### src/rtl/mito_pkg.sv
// Shared constants and elaboration-time helpers for the adder-tree accumulator.
package mito_pkg;

  localparam int unsigned DefNIn   = 9;
  localparam int unsigned DefInW   = 16;
  localparam int unsigned DefMaxCh = 64;
  // Headroom of the saturated output over a single product.
  localparam int unsigned OutGuardW = 4;
  // Side-band flags carried ahead of the bias: last, first, relu.
  localparam int unsigned SideFlagW = 3;

  typedef enum logic {
    StFirst,
    StAccum
  } grp_state_e;

  function automatic int unsigned clog2(input int unsigned n);
    int unsigned r;
    int unsigned v;
    r = 0;
    v = 1;
    while (v < n) begin
      v = v << 1;
      r++;
    end
    return r;
  endfunction

  // Operand count entering reduction level lvl of an n-input tree.
  function automatic int unsigned level_cnt(input int unsigned n, input int unsigned lvl);
    int unsigned c;
    c = n;
    for (int unsigned i = 0; i < lvl; i++) begin
      c = (c + 1) / 2;
    end
    return c;
  endfunction

endpackage

### src/rtl/adder_tree_level.sv
// One registered pairwise reduction level; odd operand passes through sign-extended.
module adder_tree_level #(
  parameter int unsigned N_OPS  = 2,
  parameter int unsigned OP_W   = 16,
  parameter int unsigned SIDE_W = 1
) (
  input  logic                                   clk,
  input  logic                                   rst,
  input  logic                                   in_valid,
  input  logic [N_OPS*OP_W-1:0]                  in_data,
  input  logic [SIDE_W-1:0]                      in_side,
  output logic                                   out_valid,
  output logic [((N_OPS+1)/2)*(OP_W+1)-1:0]      out_data,
  output logic [SIDE_W-1:0]                      out_side
);

  localparam int unsigned NOut = (N_OPS + 1) / 2;

  logic [NOut*(OP_W+1)-1:0] sum_d;

  for (genvar k = 0; k < NOut; k++) begin : g_op
    logic [OP_W-1:0] a;
    assign a = in_data[2*k*OP_W +: OP_W];
    if (2 * k + 1 < N_OPS) begin : g_pair
      logic [OP_W-1:0] b;
      assign b = in_data[(2*k+1)*OP_W +: OP_W];
      assign sum_d[k*(OP_W+1) +: OP_W+1] = {a[OP_W-1], a} + {b[OP_W-1], b};
    end else begin : g_pass
      assign sum_d[k*(OP_W+1) +: OP_W+1] = {a[OP_W-1], a};
    end
  end

  always_ff @(posedge clk) begin
    if (rst) begin
      out_valid <= 1'b0;
    end else begin
      out_valid <= in_valid;
    end
  end

  // Data and side-band only move with a valid beat; no reset needed.
  always_ff @(posedge clk) begin
    if (in_valid) begin
      out_data <= sum_d;
      out_side <= in_side;
    end
  end

endmodule

### src/rtl/adder_tree_acc.sv
// Pipelined adder tree over N_IN products with per-group accumulation, bias, ReLU and
// saturation.
module adder_tree_acc
  import mito_pkg::*;
#(
  parameter int unsigned N_IN   = DefNIn,
  parameter int unsigned IN_W   = DefInW,
  parameter int unsigned OUT_W  = IN_W + OutGuardW,
  parameter int unsigned MAX_CH = DefMaxCh
) (
  input  logic                     clk,
  input  logic                     rst,
  input  logic                     in_valid,
  input  logic                     in_last,
  input  logic [N_IN*IN_W-1:0]     products,
  input  logic signed [OUT_W-1:0]  bias,
  input  logic                     relu_en,
  output logic                     out_valid,
  output logic signed [OUT_W-1:0]  out_sum,
  output logic                     err_ovf
);

  localparam int unsigned D     = clog2(N_IN);
  localparam int unsigned TreeW = IN_W + D;
  localparam int unsigned CntW  = clog2(MAX_CH) + 1;
  localparam int unsigned AccW  = IN_W + D + clog2(MAX_CH) + 1;
  localparam int unsigned SideW = SideFlagW + OUT_W;

  grp_state_e      state_q, state_d;
  logic [CntW-1:0] cnt_q, cnt_d;
  logic            err_q, err_d;
  logic            forced_last;
  logic            beat_last;
  logic [SideW-1:0] side_in;

  // The MAX_CH-th beat of an unterminated group closes it.
  assign forced_last = (cnt_q == CntW'(MAX_CH - 1));
  assign beat_last   = in_last | forced_last;
  assign side_in     = {beat_last, (state_q == StFirst), relu_en, bias};

  always_comb begin
    state_d = state_q;
    cnt_d   = cnt_q;
    err_d   = err_q;
    if (in_valid) begin
      if (beat_last) begin
        state_d = StFirst;
        cnt_d   = '0;
        err_d   = err_q | (forced_last & ~in_last);
      end else begin
        state_d = StAccum;
        cnt_d   = cnt_q + 1'b1;
      end
    end
  end

  for (genvar l = 0; l < D; l++) begin : g_lvl
    localparam int unsigned NI = level_cnt(N_IN, l);
    localparam int unsigned NO = level_cnt(N_IN, l + 1);
    localparam int unsigned WI = IN_W + l;

    logic [NI*WI-1:0]     d_in;
    logic                 v_in;
    logic [SideW-1:0]     s_in;
    logic [NO*(WI+1)-1:0] d_out;
    logic                 v_out;
    logic [SideW-1:0]     s_out;

    if (l == 0) begin : g_src
      assign d_in = products;
      assign v_in = in_valid;
      assign s_in = side_in;
    end else begin : g_src
      assign d_in = g_lvl[l-1].d_out;
      assign v_in = g_lvl[l-1].v_out;
      assign s_in = g_lvl[l-1].s_out;
    end

    adder_tree_level #(
      .N_OPS  (NI),
      .OP_W   (WI),
      .SIDE_W (SideW)
    ) u_level (
      .clk       (clk),
      .rst       (rst),
      .in_valid  (v_in),
      .in_data   (d_in),
      .in_side   (s_in),
      .out_valid (v_out),
      .out_data  (d_out),
      .out_side  (s_out)
    );
  end

  logic signed [TreeW-1:0] tree_sum;
  logic                    tree_valid;
  logic                    t_last, t_first, t_relu;
  logic signed [OUT_W-1:0] t_bias;

  assign tree_sum   = g_lvl[D-1].d_out;
  assign tree_valid = g_lvl[D-1].v_out;
  assign {t_last, t_first, t_relu, t_bias} = g_lvl[D-1].s_out;

  logic signed [AccW-1:0]  acc_q, acc_d, relu_val;
  logic [AccW-OUT_W:0]     hi_bits;
  logic signed [OUT_W-1:0] sat_val;

  always_comb begin
    acc_d = acc_q;
    if (tree_valid) begin
      acc_d = (t_first ? AccW'(t_bias) : acc_q) + AccW'(tree_sum);
    end
    relu_val = (t_relu && acc_d[AccW-1]) ? '0 : acc_d;
    // Fits in OUT_W when every bit above the output sign bit matches it.
    hi_bits = relu_val[AccW-1:OUT_W-1];
    if ((hi_bits == '0) || (hi_bits == '1)) begin
      sat_val = relu_val[OUT_W-1:0];
    end else if (relu_val[AccW-1]) begin
      sat_val = {1'b1, {(OUT_W-1){1'b0}}};
    end else begin
      sat_val = {1'b0, {(OUT_W-1){1'b1}}};
    end
  end

  always_ff @(posedge clk) begin
    if (rst) begin
      state_q   <= StFirst;
      cnt_q     <= '0;
      err_q     <= 1'b0;
      acc_q     <= '0;
      out_valid <= 1'b0;
      out_sum   <= '0;
    end else begin
      state_q   <= state_d;
      cnt_q     <= cnt_d;
      err_q     <= err_d;
      acc_q     <= acc_d;
      out_valid <= tree_valid & t_last;
      if (tree_valid && t_last) begin
        out_sum <= sat_val;
      end
    end
  end

  assign err_ovf = err_q;

endmodule

### config.mk
export PLATFORM = sky130hd
export DESIGN_NAME = adder_tree_acc
export DESIGN_NICKNAME = d
export VERILOG_FILES = /design/src/rtl/mito_pkg.sv /design/src/rtl/adder_tree_level.sv /design/src/rtl/adder_tree_acc.sv
export SDC_FILE = /design/constraint.sdc
export NUM_CORES = 1
export LEC_CHECK = 0
export ABC_AREA = 1
export BUFFER_PORTS_ARGS = -buffer_cell sky130_fd_sc_hd__buf_4
export CAP_MARGIN = 20
export CORE_MARGIN = 10
export CORE_UTILIZATION = 51
export DETAILED_ROUTE_END_ITERATION = 7
export PLACE_DENSITY = 0.8
export SYNTH_ARGS = -nofsm -noshare
export SYNTH_HDL_FRONTEND = slang
export SYNTH_SLANG_ARGS = --single-unit
### constraint.sdc
create_clock -name clk -period 3.8 [get_ports clk]
set_input_delay 0 -clock clk [delete_from_list [all_inputs] [get_ports clk]]
set_output_delay 0 -clock clk [all_outputs]
set_load 0.02 [all_outputs]
Word level (Yosys, flattened, before mapping). Cells that the tools add are included.

Mux-type cells: 7. Reduce and logical (&&, ||, !) cells: 5. Add/subtract/negate cells: 10. Eq/ne operators: 2. Bitwise gates (word level): 6.

Operators by type and width (count): two-way mux 27 bit (3); adder 16 x 16 -> 17 bit (4); two-way mux 20 bit (2); adder 17 x 17 -> 18 bit (2); adder 27 x 20 -> 27 bit (1); adder 19 x 16 -> 20 bit (1); adder 18 x 18 -> 19 bit (1); equality test 8 bit, second input constant (1); zero test 8 bit (1); adder 7 x 1 -> 7 bit, second input constant (1); equality test 7 x 6 -> 1 bit, second input constant (1); two-way mux 7 bit (1); AND 1 bit (2); logical AND 1 bit (2); NOT 1 bit (2); bitwise OR 1 bit (2); AND reduction 2 bit (1); logical OR 1 bit (1); two-way mux 1 bit (1).

Output and inout port bits: 22. Flip-flop bits (word level): 344. Word-level logic and storage cells: 48. Bits of input ports: 169.

Depth between registers and ports, before layout.
Depth in word-level cells: 8. Mapped depth: 25.

Hierarchy. From an unflattened synthesis, not the netlist that was laid out.

Cells, all modules: 2645. Area, all modules: 21503.1 µm².

By module, submodules not included: adder_tree_level at g_lvl[0].u_level (sequential area each 3233.1 µm², area each 7164.4 µm², cells an instance 891, instances 1); adder_tree_acc (sequential area each 1141.1 µm², area each 4689.5 µm², cells an instance 776, instances 1); adder_tree_level at g_lvl[1].u_level (sequential area each 2302.2 µm², area each 4252.8 µm², cells an instance 445, instances 1); adder_tree_level at g_lvl[2].u_level (sequential area each 1821.7 µm², area each 2887.8 µm², cells an instance 264, instances 1); adder_tree_level at g_lvl[3].u_level (sequential area each 1311.3 µm², area each 2508.7 µm², cells an instance 269, instances 1).

Least setup slack after synthesis. OpenSTA, ideal clock, no wires.

Kind: register to register. Start: register g_lvl[3].u_level.out_side[21]. End: register out_sum[10]. Required time: 3.683 ns. Setup slack: 0.716 ns. Stages on the path, launching flop included: 24. Arrival time: 2.967 ns. Path buffers: 2. Cells stage by stage: edfxtp_1 buf_1 mux2_2 ha_1 inv_1 fa_1 inv_2 nand3_1 nand3_1 nand2_1 nand2_1 nand2_1 nand3_1 nand2_1 nand3_1 nand2_1 nand2_1 nor2_1 nand3_2 nand3_1 nand2_2 buf_4 nor2_1 nor2_1.

Longest elaborated chain between the ends: 8.

RTL lines: from (decl) (RTL line adder_tree_level.sv:14) `output logic [SIDE_W-1:0] out_side`; from (signal assigned) (RTL line adder_tree_level.sv:45) `out_side <= in_side;`; two-way mux 27 bit * (RTL line adder_tree_acc.sv:111) `acc_d = (t_first ? AccW'(t_bias) : acc_q) + AccW'(tree_sum);`; adder 27 x 20 -> 27 bit * (RTL line adder_tree_acc.sv:111); two-way mux 27 bit * (RTL line adder_tree_acc.sv:110) `if (tree_valid) begin`; logical AND 1 bit (RTL line adder_tree_acc.sv:113) `relu_val = (t_relu && acc_d[AccW-1]) ? '0 : acc_d;`; two-way mux 27 bit * (RTL line adder_tree_acc.sv:113); equality test 8 bit or zero test 8 bit (tied branches) (RTL line adder_tree_acc.sv:116) `if ((hi_bits == '0) || (hi_bits == '1)) begin`; logical OR 1 bit (RTL line adder_tree_acc.sv:116); two-way mux 20 bit * (RTL line adder_tree_acc.sv:116); to (signal assigned) (RTL line adder_tree_acc.sv:140) `out_sum <= sat_val;`; to (decl) (RTL line adder_tree_acc.sv:19) `output logic signed [OUT_W-1:0] out_sum,`.

Mark *: on every way between the ends. The rest lies on a longest branch, timed or not. A chain may end at the register's enable or synchronous reset.

Final worst setup path.
Start: register g_lvl[3].u_level.out_side[21]. End: register out_sum[8].

Same word-level chain as after synthesis.

==> results.sh <==
export IMPL_status="finished clean"
export IMPL_clkPwrFrac=0.324
export IMPL_antenna_found_initial=2
export IMPL_synth_compound_area_frac=0.09739
export IMPL_tns_ns=0
export IMPL_synth_top_area_cell="edfxtp_1"
export IMPL_clockBufferDepth=3
export IMPL_internal_power_mw=7.635
export IMPL_maxSlewHeadroom=0.3365
export IMPL_r2r_start="g_lvl[3].u_level.out_side[21]$_DFFE_PP_"
export IMPL_insertion_delay_ns=0.51
export IMPL_worstSetupEndpointType="flop"
export IMPL_slew_violations=0
export IMPL_clock_tree_root_cell="clkbuf_16"
export IMPL_power_leakage_nw=10.04
export IMPL_routedWlPerCell_um=16.59
export IMPL_clock_sinks=344
export IMPL_clk_pin_slew_ns=0.06
export IMPL_netlist_instances=1849
export IMPL_synth_warnings=0
export IMPL_grt_pass1_vias=14620
export IMPL_dieArea_um2=44320
export IMPL_max_stage_delay_ns=0.39
export IMPL_cpMaxStageDelayCell="edfxtp_1"
export IMPL_dr_pass1_iters=6
export IMPL_tritoncts="yes"
export IMPL_synth_cell_types=41
export IMPL_drt_first_iter_violations=793
export IMPL_yosysSeqAreaShare=0.5250
export IMPL_h_tree_depth=2
export IMPL_synth_edff_count=283
export IMPL_p_switching_mw=2.833
export IMPL_synth_area_leaders="edfxtp_1 (46%), ha_1 (11%), nand2_1 (7.6%), dfxtp_1 (6.6%), inv_1 (4.7%)"
export IMPL_dr_total_vias=13830
export IMPL_ff2ff_setup_slack_ns=0.38
export IMPL_start_util=0.5192
export IMPL_timing_worst_setup_path_type="reg -> reg"
export IMPL_synthMuxAreaShare=0.003650
export IMPL_drtAntennaViolNets=0
export IMPL_route_detailed_drc=0
export IMPL_io_buffers=190
export IMPL_grt_pass1_wl_mm=72.02
export IMPL_p_total_mw=10.47
export IMPL_place_inst=2486
export IMPL_synthAdderAreaFrac=0.1192
export IMPL_ir_worst_vdd_mv=0.2794
export IMPL_synth_seq_cells=344
export IMPL_synth_top_area_frac=0.4590
export IMPL_max_cap_viol_count=0
export IMPL_area_delta_synth_final_pct=22.46
export IMPL_fillers=2698
export IMPL_r2r_cells=21
export IMPL_hold_start="products[59]"
export IMPL_hold_viol=0
export IMPL_min_to="g_lvl[0].u_level.out_data[28]$_DFFE_PP_"
export IMPL_power_density_nw_per_um2=461.7
export IMPL_synth_top_family_by_area="simple AND/OR/NAND/NOR gates"
export IMPL_hold_depth=3
export IMPL_nets=2506
export IMPL_cts_made_buffers=36
export IMPL_post_cts_buffers=0
export IMPL_crit_path_start_kind="flop"
export IMPL_tightest_slew_ns=0.9952
export IMPL_viasPerCell=5.207
export IMPL_min_period_ns=3.423
export IMPL_clock_fmax_mhz=292.2
export IMPL_netlist_area_um2=18510
export IMPL_worstHoldPathType="in -> reg"
export IMPL_seqPwrFrac=0.454
export IMPL_worstPathArrival_ns=3.86
export IMPL_synth_simple_area_share=0.1366
export IMPL_grt_usage=0.1983
export IMPL_netSwitchingFraction=0.2707
export IMPL_io_pins=191
export IMPL_min_period_over_period=0.9007
export IMPL_grt_ovfl_total=0
export IMPL_synthFlopType="edfxtp_1"
export IMPL_core_area_um2=35660
export IMPL_die_h_um=210.5
export IMPL_fin_cells=2656
export IMPL_crit_required_ns=4.23
export IMPL_syn_nets=2189
export IMPL_post_dp_hpwl_mm=32.82
export IMPL_skew_ns=0.01531
export IMPL_gp_congestion=0.8625
export IMPL_final_util=0.6358
export IMPL_r2r_end="out_sum[8]$_SDFFE_PP0P_"
export IMPL_critPathMostFrequentCell="nand2_1"
export IMPL_p_comb_frac=0.222
export IMPL_rows=69
export IMPL_synthArstFlopShare=0
export IMPL_crit_fanout=29
export IMPL_drt_wl_total_mm=44.07
export IMPL_rsz0062_at_grt="no"
export IMPL_drive_above_1_share=0.1382
export IMPL_syn_avg_cell_area_um2=10.01
export IMPL_crit_chain="buf_4, o21ai_0, ha_1, nand2_2, inv_1, nand2_1, nand2_1, inv_1, nand3_2, nand2_1, nand3_1, nand2_1, nand3_2, nand2_2, nand2_2, o21ai_1, nand3_2, buf_4, a21oi_1, nor2_1, nor2_1"
export IMPL_dieWidth_um=210.5
export IMPL_synthXorXnorAreaFrac=0.06340
export IMPL_grt_start_max_net_pins=93
export IMPL_setup_viol_count_final=0
## power by group through the flow
stage               clock, mW  combinational, mW  sequential [mW]
floorplan                   0               1.58             4.78
global placement            0               2.08             4.82
finish                   3.39               2.32             4.75
CTS                      3.46               2.30             4.76
global route             3.61               2.60             4.78
detailed placement          0               2.16             4.83
## cell type report
type                    instances  area, um2  area share
repair buffers                303       2549      0.1124
multi-input cells            1247       7790      0.3436
clock inverters                14      128.9    0.005685
flip-flops and latches        344       9724      0.4289
clock buffers                  51       1018     0.04493
diodes                          2      5.005   0.0002208
well taps                     461      576.8     0.02544
inverters                     234      878.3     0.03874
## cells in the mapped netlist, drive strengths merged, types with 10 or more instances
master and number:
xor2 82, ha 162, nor2 134, dfxtp 61
nand3 66, a21oi 148, edfxtp 283, a21boi 25
a31oi 16, clkbuf 14, nand4 11, inv 234
buf 10, o21ai 112, nand2 387, xnor2 52
## cell usage in the layout, fill, tap and decap left out, types with 4 or more instances in the layout
master         instances
a21oi_1              138
o21ai_0               96
mux2_2                 6
nor2_2                 6
a21oi_2               10
dfxtp_1               59
clkbuf_1              10
xor2_1                82
a21o_1                 9
clkbuf_16             37
a21boi_0              24
o21ai_1               16
buf_4                198
nand3_1               60
inv_1                232
dlygate4sd3_1        103
a31oi_1               16
edfxtp_1             283
nand2_2               12
nand2_1              374
xnor2_1               52
nand4_1               11
nor2_1               125
fa_1                   9
ha_1                 161
nor3_1                 8
clkbuf_8               4
clkinv_2               7
nand3_2                6
## per-layer routing
| metal | vias to the layer above | wire length [um] | track usage | share of wire |
|---|---|---|---|---|
| met5 | - | 0 | 0 | 0 |
| met1 | 6450 | 17980 | 0.2241 | 0.41 |
| met3 | 75 | 2041 | 0.03353 | 0.046 |
| met2 | 383 | 22670 | 0.3692 | 0.51 |
| met4 | 0 | 1389 | 0.06793 | 0.032 |
| li1 | 6923 | - | - | - |
## stage by stage
stage	cell area, um2	worst slack, ns	hold WS, ns
3_3_place_gp	20470	0.4298	0.1790
5_1_grt	22670	0.01750	0.01525
2_1_floorplan	18510	0.7163	0.09887
3_5_place_dp	20470	0.3027	0.1795
6_report	22670	0.3775	0.01089
4_1_cts	22650	0.2351	0.0001200
## registers in the layout, summed over array words and instances (netlist names)
register	cells
g_lvl.u_level.out_data	191
g_lvl.u_level.out_side	92
acc_q	27
out_sum	20
cnt_q	7
g_lvl.u_level.out_valid	4
err_ovf	1
out_valid	1
state_q	1
## worst max path at each step
| stage | startpoint | to | slack (ns) | cells past startpoint |
|---|---|---|---|---|
| 3_3_place_gp | g_lvl[3].u_level.out_side[21]$_DFFE_PP_ | out_sum[4]$_SDFFE_PP0P_ | 0.43 | 21 |
| 4_1_cts | g_lvl[3].u_level.out_side[21]$_DFFE_PP_ | out_sum[10]$_SDFFE_PP0P_ | 0.24 | 21 |
| 2_1_floorplan | g_lvl[3].u_level.out_side[21]$_DFFE_PP_ | out_sum[10]$_SDFFE_PP0P_ | 0.72 | 23 |
| 5_1_grt | g_lvl[3].u_level.out_side[21]$_DFFE_PP_ | out_sum[4]$_SDFFE_PP0P_ | 0.02 | 20 |
| 6_report | g_lvl[3].u_level.out_side[21]$_DFFE_PP_ | out_sum[8]$_SDFFE_PP0P_ | 0.38 | 21 |
| 3_5_place_dp | g_lvl[3].u_level.out_side[21]$_DFFE_PP_ | out_sum[10]$_SDFFE_PP0P_ | 0.30 | 21 |
## cell families (layout without fill, tap and decap cells)
kind of cell,after synthesis,after routing
AND/OR/NAND/NOR,611,611
flip-flops,344,344
AO/OA/AOI/OAI,325,325
buffers and inverters,258,602
adder cells (fa/ha/maj),171,171
XOR/XNOR,134,134
multiplexers,6,6
other,0,2
## worst max-delay path, delay by kind of cell, from the launching register on
| family | cells | cell delay, ns |
|---|---|---|
| flops | 1 | 0.39 |
| simple gates | 13 | 1.26 |
| fa+ha+maj | 1 | 0.37 |
| buf+inv | 4 | 0.58 |
| compound gates | 3 | 0.71 |
## what timing repair did
action / 4_1_cts / 5_1_grt
hold endpoints to repair: 132 / 0
hold buffers: 103 / 0
resized for setup: 0 / 4
endpoints found under the setup margin: 0 / 19
Note: power is estimated with default switching activity, not from simulation.
